<file path="src/rtl/seq_divider_pkg.sv">
// Shared types and constants for the iterative restoring divider.
package seq_divider_pkg;

    localparam int N_DEF = 12;
    localparam int CNT_W = $clog2(N_DEF) + 1;

    typedef enum logic [1:0] {
        IDLE,
        RUN,
        DONE,
        DONE_Z
    } state_e;

    // Iteration counter width for an arbitrary operand width.
    function automatic int cnt_width(input int n);
        return $clog2(n) + 1;
    endfunction

endpackage

</file>
<file path="src/rtl/trial_subtractor.sv">
// Combinational trial subtraction A - B formed as A + ~B + 1.
// Borrow is the inverted carry-out of the addition.
module trial_subtractor #(
    parameter int W = 13
) (
    input  logic [W-1:0] A,
    input  logic [W-1:0] B,
    output logic [W-1:0] Diff,
    output logic         Borrow
);

    logic [W:0] sum;

    assign sum    = {1'b0, A} + {1'b0, ~B} + {{W{1'b0}}, 1'b1};
    assign Diff   = sum[W-1:0];
    assign Borrow = ~sum[W];

endmodule

</file>
<file path="src/rtl/seq_divider.sv">
// Iterative unsigned restoring divider, one quotient bit per clock,
// with a Start/Busy/Done handshake and results held until the next operation.
module seq_divider
    import seq_divider_pkg::*;
#(
    parameter int N = N_DEF
) (
    input  logic         Clk,
    input  logic         Rst,
    input  logic         Start,
    input  logic [N-1:0] Dividend,
    input  logic [N-1:0] Divisor,
    output logic [N-1:0] Quotient,
    output logic [N-1:0] Remainder,
    output logic         Busy,
    output logic         Done,
    output logic         DivByZero
);

    localparam int             CW   = cnt_width(N);
    localparam logic [CW-1:0]  LAST = CW'(N - 1);

    state_e        state_q, state_d;
    logic [N-1:0]  r_q, r_d;
    logic [N-1:0]  q_q, q_d;
    logic [N-1:0]  d_q, d_d;
    logic [CW-1:0] cnt_q, cnt_d;
    logic [N-1:0]  quot_q, quot_d;
    logic [N-1:0]  rem_q, rem_d;
    logic          dz_q, dz_d;
    logic          done_q, done_d;

    logic [N:0]    shifted;
    logic [N:0]    diff;
    logic          borrow;
    logic          take_sub;

    assign shifted = {r_q, q_q[N-1]};

    trial_subtractor #(
        .W (N + 1)
    ) u_trial (
        .A      (shifted),
        .B      ({1'b0, d_q}),
        .Diff   (diff),
        .Borrow (borrow)
    );

    // Without a borrow diff < Divisor, so diff[N] is zero; the guard keeps R in range.
    assign take_sub = ~borrow & ~diff[N];

    always_ff @(posedge Clk or posedge Rst) begin
        if (Rst) begin
            state_q <= IDLE;
            r_q     <= '0;
            q_q     <= '0;
            d_q     <= '0;
            cnt_q   <= '0;
            quot_q  <= '0;
            rem_q   <= '0;
            dz_q    <= 1'b0;
            done_q  <= 1'b0;
        end else begin
            state_q <= state_d;
            r_q     <= r_d;
            q_q     <= q_d;
            d_q     <= d_d;
            cnt_q   <= cnt_d;
            quot_q  <= quot_d;
            rem_q   <= rem_d;
            dz_q    <= dz_d;
            done_q  <= done_d;
        end
    end

    always_comb begin
        state_d = state_q;
        r_d     = r_q;
        q_d     = q_q;
        d_d     = d_q;
        cnt_d   = cnt_q;
        quot_d  = quot_q;
        rem_d   = rem_q;
        dz_d    = dz_q;
        done_d  = 1'b0;

        unique case (state_q)
            IDLE: begin
                // The Done pulse cycle also sits in IDLE; Start is not taken there.
                if (Start && !done_q) begin
                    q_d     = Dividend;
                    d_d     = Divisor;
                    r_d     = '0;
                    cnt_d   = '0;
                    state_d = (Divisor == '0) ? DONE_Z : RUN;
                end
            end
            RUN: begin
                if (take_sub) begin
                    r_d = diff[N-1:0];
                    q_d = {q_q[N-2:0], 1'b1};
                end else begin
                    r_d = shifted[N-1:0];
                    q_d = {q_q[N-2:0], 1'b0};
                end
                cnt_d = cnt_q + 1'b1;
                if (cnt_q == LAST) begin
                    state_d = DONE;
                end
            end
            DONE: begin
                quot_d  = q_q;
                rem_d   = r_q;
                dz_d    = 1'b0;
                done_d  = 1'b1;
                state_d = IDLE;
            end
            DONE_Z: begin
                quot_d  = '1;
                rem_d   = q_q;
                dz_d    = 1'b1;
                done_d  = 1'b1;
                state_d = IDLE;
            end
            default: state_d = IDLE;
        endcase
    end

    assign Quotient  = quot_q;
    assign Remainder = rem_q;
    assign DivByZero = dz_q;
    assign Done      = done_q;
    assign Busy      = (state_q == RUN);

endmodule

</file>
<file path="config.mk">
export PLATFORM = sky130hd
export DESIGN_NAME = seq_divider
export DESIGN_NICKNAME = d
export VERILOG_FILES = /design/src/rtl/seq_divider_pkg.sv /design/src/rtl/trial_subtractor.sv /design/src/rtl/seq_divider.sv
export SDC_FILE = /design/constraint.sdc
export NUM_CORES = 1
export LEC_CHECK = 0
export BUFFER_PORTS_ARGS = -buffer_cell sky130_fd_sc_hd__buf_2
export CAP_MARGIN = 10
export CORE_MARGIN = 4
export CORE_UTILIZATION = 35
export DETAILED_ROUTE_END_ITERATION = 6
export PLACE_DENSITY = 0.54
export REMOVE_ABC_BUFFERS = 1
export SYNTH_ARGS = -nofsm -noshare
export SYNTH_HDL_FRONTEND = slang
export SYNTH_HIERARCHICAL = 1
export SYNTH_SLANG_ARGS = --single-unit
</file>
<file path="constraint.sdc">
create_clock -name Clk -period 2.4 [get_ports Clk]
set_input_delay 0.48 -clock Clk [delete_from_list [all_inputs] [get_ports Clk]]
set_output_delay 0.48 -clock Clk [all_outputs]
set_load 0.01 [all_outputs]
</file>
==> impl_metrics.ini <==
[synth]
synth_cells = 344
yosys_warnings = 6
ys_async_sr_fraction = 1.000
netlist_area_sq_um = 3627
syn_avg_cell_area_sq_um = 10.54
synth_flop_cell = sky130_fd_sc_hd__dfrtp_1
ys_ff_latch = 69
yosysSeqAreaShare = 0.4760
ys_types = 47
synth-edff-count = 0

[clock_network]
cts_sinks = 69
clock_insertion_delay_worst_skew_ns = 0.33
cts_inserted_buffers = 9
postCtsSetupBuffers = 0
clock_tree_from_tritoncts = built
h-tree-depth = 3
cts_root_buffer = sky130_fd_sc_hd__clkbuf_8
holdBufCountCts = 0
largest_buffer_count_on_any_clock_path = 2
worst_setup_hold_path_clk_slew_ns = 0.07

[global_route]
grt_use_total = 0.1502
via_count_of_the_first_global_routing_pass = 2792
wire_length_of_the_first_global_routing_pass_microns = 14060
grt-busiest-layer = met2
grt_antenna_before_repair = 0
gr-usage-met2 = 0.2353
grtUsageMet3 = 0.03288
globalRoute.totalOverflow = 0
largest_net_degree_at_the_start_of_global_routing = 34
global_route.usage.met1 = 0.2118

[sta]
slew_headroom = 0.6420
worst_slew_pin_slew_ns = 0.5370
fin_hold_ws_ns = 0.03269
final_period_minus_worst_setup_slack_ns = 2.322
setup_viol_count_final = 0
clock.fmax_mhz = 430.7
hold_violations = 0
min_period_over_period = 0.9674
slew_violations = 0
setup_repair_after_global_routing_missed_its_margin = true
clock_skew_ns = 0.01143

[worst_setup_path]
r2r_slack_ns = 0.08
crit_path_max_fanout = 8
timing.critical_path.required_ns = 2.61
crit_path_category = reg -> reg
r2r_start = r_q[5]
critPathLaunchType = flip-flop
reg2regPathDepth = 10
crit_arrival_ns = 2.53
critical_path.reg2reg.endpoint = r_q[3]
setup.worst_path.end_class = flip-flop

[routing]
drt_wl_total_microns = 8475
drt-vias-per-instance = 4.958
num_vias = 2742
detail_route.drc_violations = 0
initialDrtViolationCount = 146
wl_cell_microns = 15.33
route.antenna.remaining_nets = 0
drt_first_pass_iters = 4

[die]
die_height_microns = 109.8
dieArea_sq_um = 12060
starting_density_of_the_core = 0.3644
floorplan.rows = 36
floorplan.die.width_microns = 109.8
core-area_sq_um = 9955
num_io_pins = 54

[finish]
final_layout_size_suffix_gt1_frac = 0.2976
num_antenna_cells = 0
finish.net_count = 457
area_growth_syn_to_layout_pct = 21.25
mostFrequentLayoutCells = 69 x sky130_fd_sc_hd__dfrtp_1, 53 x sky130_fd_sc_hd__buf_2, 45 x sky130_fd_sc_hd__nand2_1
mostFrequentLayoutCell = sky130_fd_sc_hd__dfrtp_1

[place]
io_buffer_count = 53
post-dp-hpwl_microns = 6208
placer_s_final_routability_congestion_estimate = 0.8625

[run_status]
run_status = finished, final reports clean

[power_and_ir_drop]
totalPowerFinal_w = 0.006403
cellLeakagePower_nw = 2.065
max-vdd-ir-drop_mv = 0.5930
p_per_area_nw_per_um2 = 1456

[run]
maxCapViolations = 0

[min_path]
worstHoldPathType = in -> async
## metrics by stage
step           instances  setup slack, ns  instance area [sq um]  utilization  setup TNS [ns]
2_1_floorplan        326          -0.5115                   3542            -          -6.148
3_3_place_gp         537       -0.0007938                   4174       0.4193       -0.001410
3_5_place_dp         537         -0.09200                   4174       0.4193         -0.5728
4_1_cts              553        0.0009739                   4343       0.4363               0
5_1_grt              553         -0.05487                   4398       0.4418         -0.3998
6_report             553          0.07821                   4398       0.4418               0
## worst max-delay path by stage
stage / startpoint / to / slack (ns) / cells past startpoint
floorplan: q_q[11] / r_q[0] / -0.51 / 11
global placement: q_q[11] / r_q[7] / -0.0008 / 12
detailed placement: q_q[11] / r_q[3] / -0.09 / 12
CTS: q_q[11] / r_q[3] / 0.001 / 12
global route: q_q[11] / r_q[3] / -0.05 / 12
finish: r_q[5] / r_q[3] / 0.08 / 10
## where the power goes
group / leakage, nW / internal [W] / total, W / switching [W]
sequential: 0.816 / 0.00168 / 0.00208 / 0.000399
clock: 0.0829 / 0.000369 / 0.000799 / 0.000430
combinational: 1.17 / 0.00173 / 0.00353 / 0.00180
total: 2.06 / 0.00377 / 0.00640 / 0.00263
## cell families (layout without fill, tap and decap cells)
kind of cell | after synthesis | in the layout | synth area share
adder cells (fa/ha/maj) | 15 | 15 | 0.05381
buffers and inverters | 41 | 117 | 0.04726
AND/OR/NAND/NOR | 89 | 89 | 0.1097
AO/OA/AOI/OAI | 71 | 71 | 0.1473
flip-flops | 69 | 69 | 0.4760
XOR/XNOR | 9 | 9 | 0.02173
other | 1 | 1 | 0.001034
multiplexers | 49 | 49 | 0.1432
## routing by layer
layer  vias to the layer above  share of wire
met3                         8          0.040
met2                        52           0.46
met4                         0         0.0083
met1                      1328           0.49
met5                         -              0
li1                       1354              -
## flip-flops by register name, summed over array words and instances (netlist names)
| signal | flops |
|---|---|
| d_q | 12 |
| state_q | 2 |
| Done | 1 |
| r_q | 12 |
| q_q | 12 |
| cnt_q | 5 |
| DivByZero | 1 |
| Remainder | 12 |
| Quotient | 12 |
## worst max-delay path: stages (launching register included)
cell and delay (ns):
sky130_fd_sc_hd__dfrtp_1 0.41, sky130_fd_sc_hd__ha_1 0.32, sky130_fd_sc_hd__a21o_1 0.22, sky130_fd_sc_hd__a21oi_1 0.18, sky130_fd_sc_hd__o21ai_2 0.10, sky130_fd_sc_hd__a221oi_2 0.34, sky130_fd_sc_hd__o21a_1 0.20, sky130_fd_sc_hd__nor2_2 0.05
sky130_fd_sc_hd__buf_6 0.14, sky130_fd_sc_hd__mux2i_1 0.16, sky130_fd_sc_hd__o2bb2ai_1 0.08
## final cells by class
type	instances	area (sq um)
clock buffer	11	131.4
clock inverter	5	27.53
fill	987	5557
inverter	23	86.33
multi-input combinational	234	1790
sequential	69	1727
tap	133	166.4
timing repair buffer	78	469.2
## Yosys cell counts (all sizes together) (2+ instances only)
cell type	instances	area share
a21o	4	0.0083
a21oi	21	0.029
a221oi	2	0.0083
a31oi	2	0.0034
and2	2	0.0034
buf	9	0.014
clkbuf	9	0.0093
dfrtp	69	0.48
ha	14	0.048
inv	23	0.024
mux2	23	0.071
mux2i	26	0.072
nand2	46	0.048
nand2b	2	0.0034
nand3	3	0.0041
nand4	2	0.0034
nor2	20	0.021
nor3	4	0.0055
nor4	3	0.0052
o21a	5	0.010
o21ai	4	0.0066
o22a	12	0.029
o2bb2ai	12	0.029
o41ai	2	0.0048
xnor2	8	0.019
## what timing repair did
action	in CTS	in global routing
pin swaps	2	6
endpoints found under the setup margin	11	13
cloned	0	0
hold endpoints to repair	0	0
resized for setup	3	9
(Power assumes the default switching activity.)
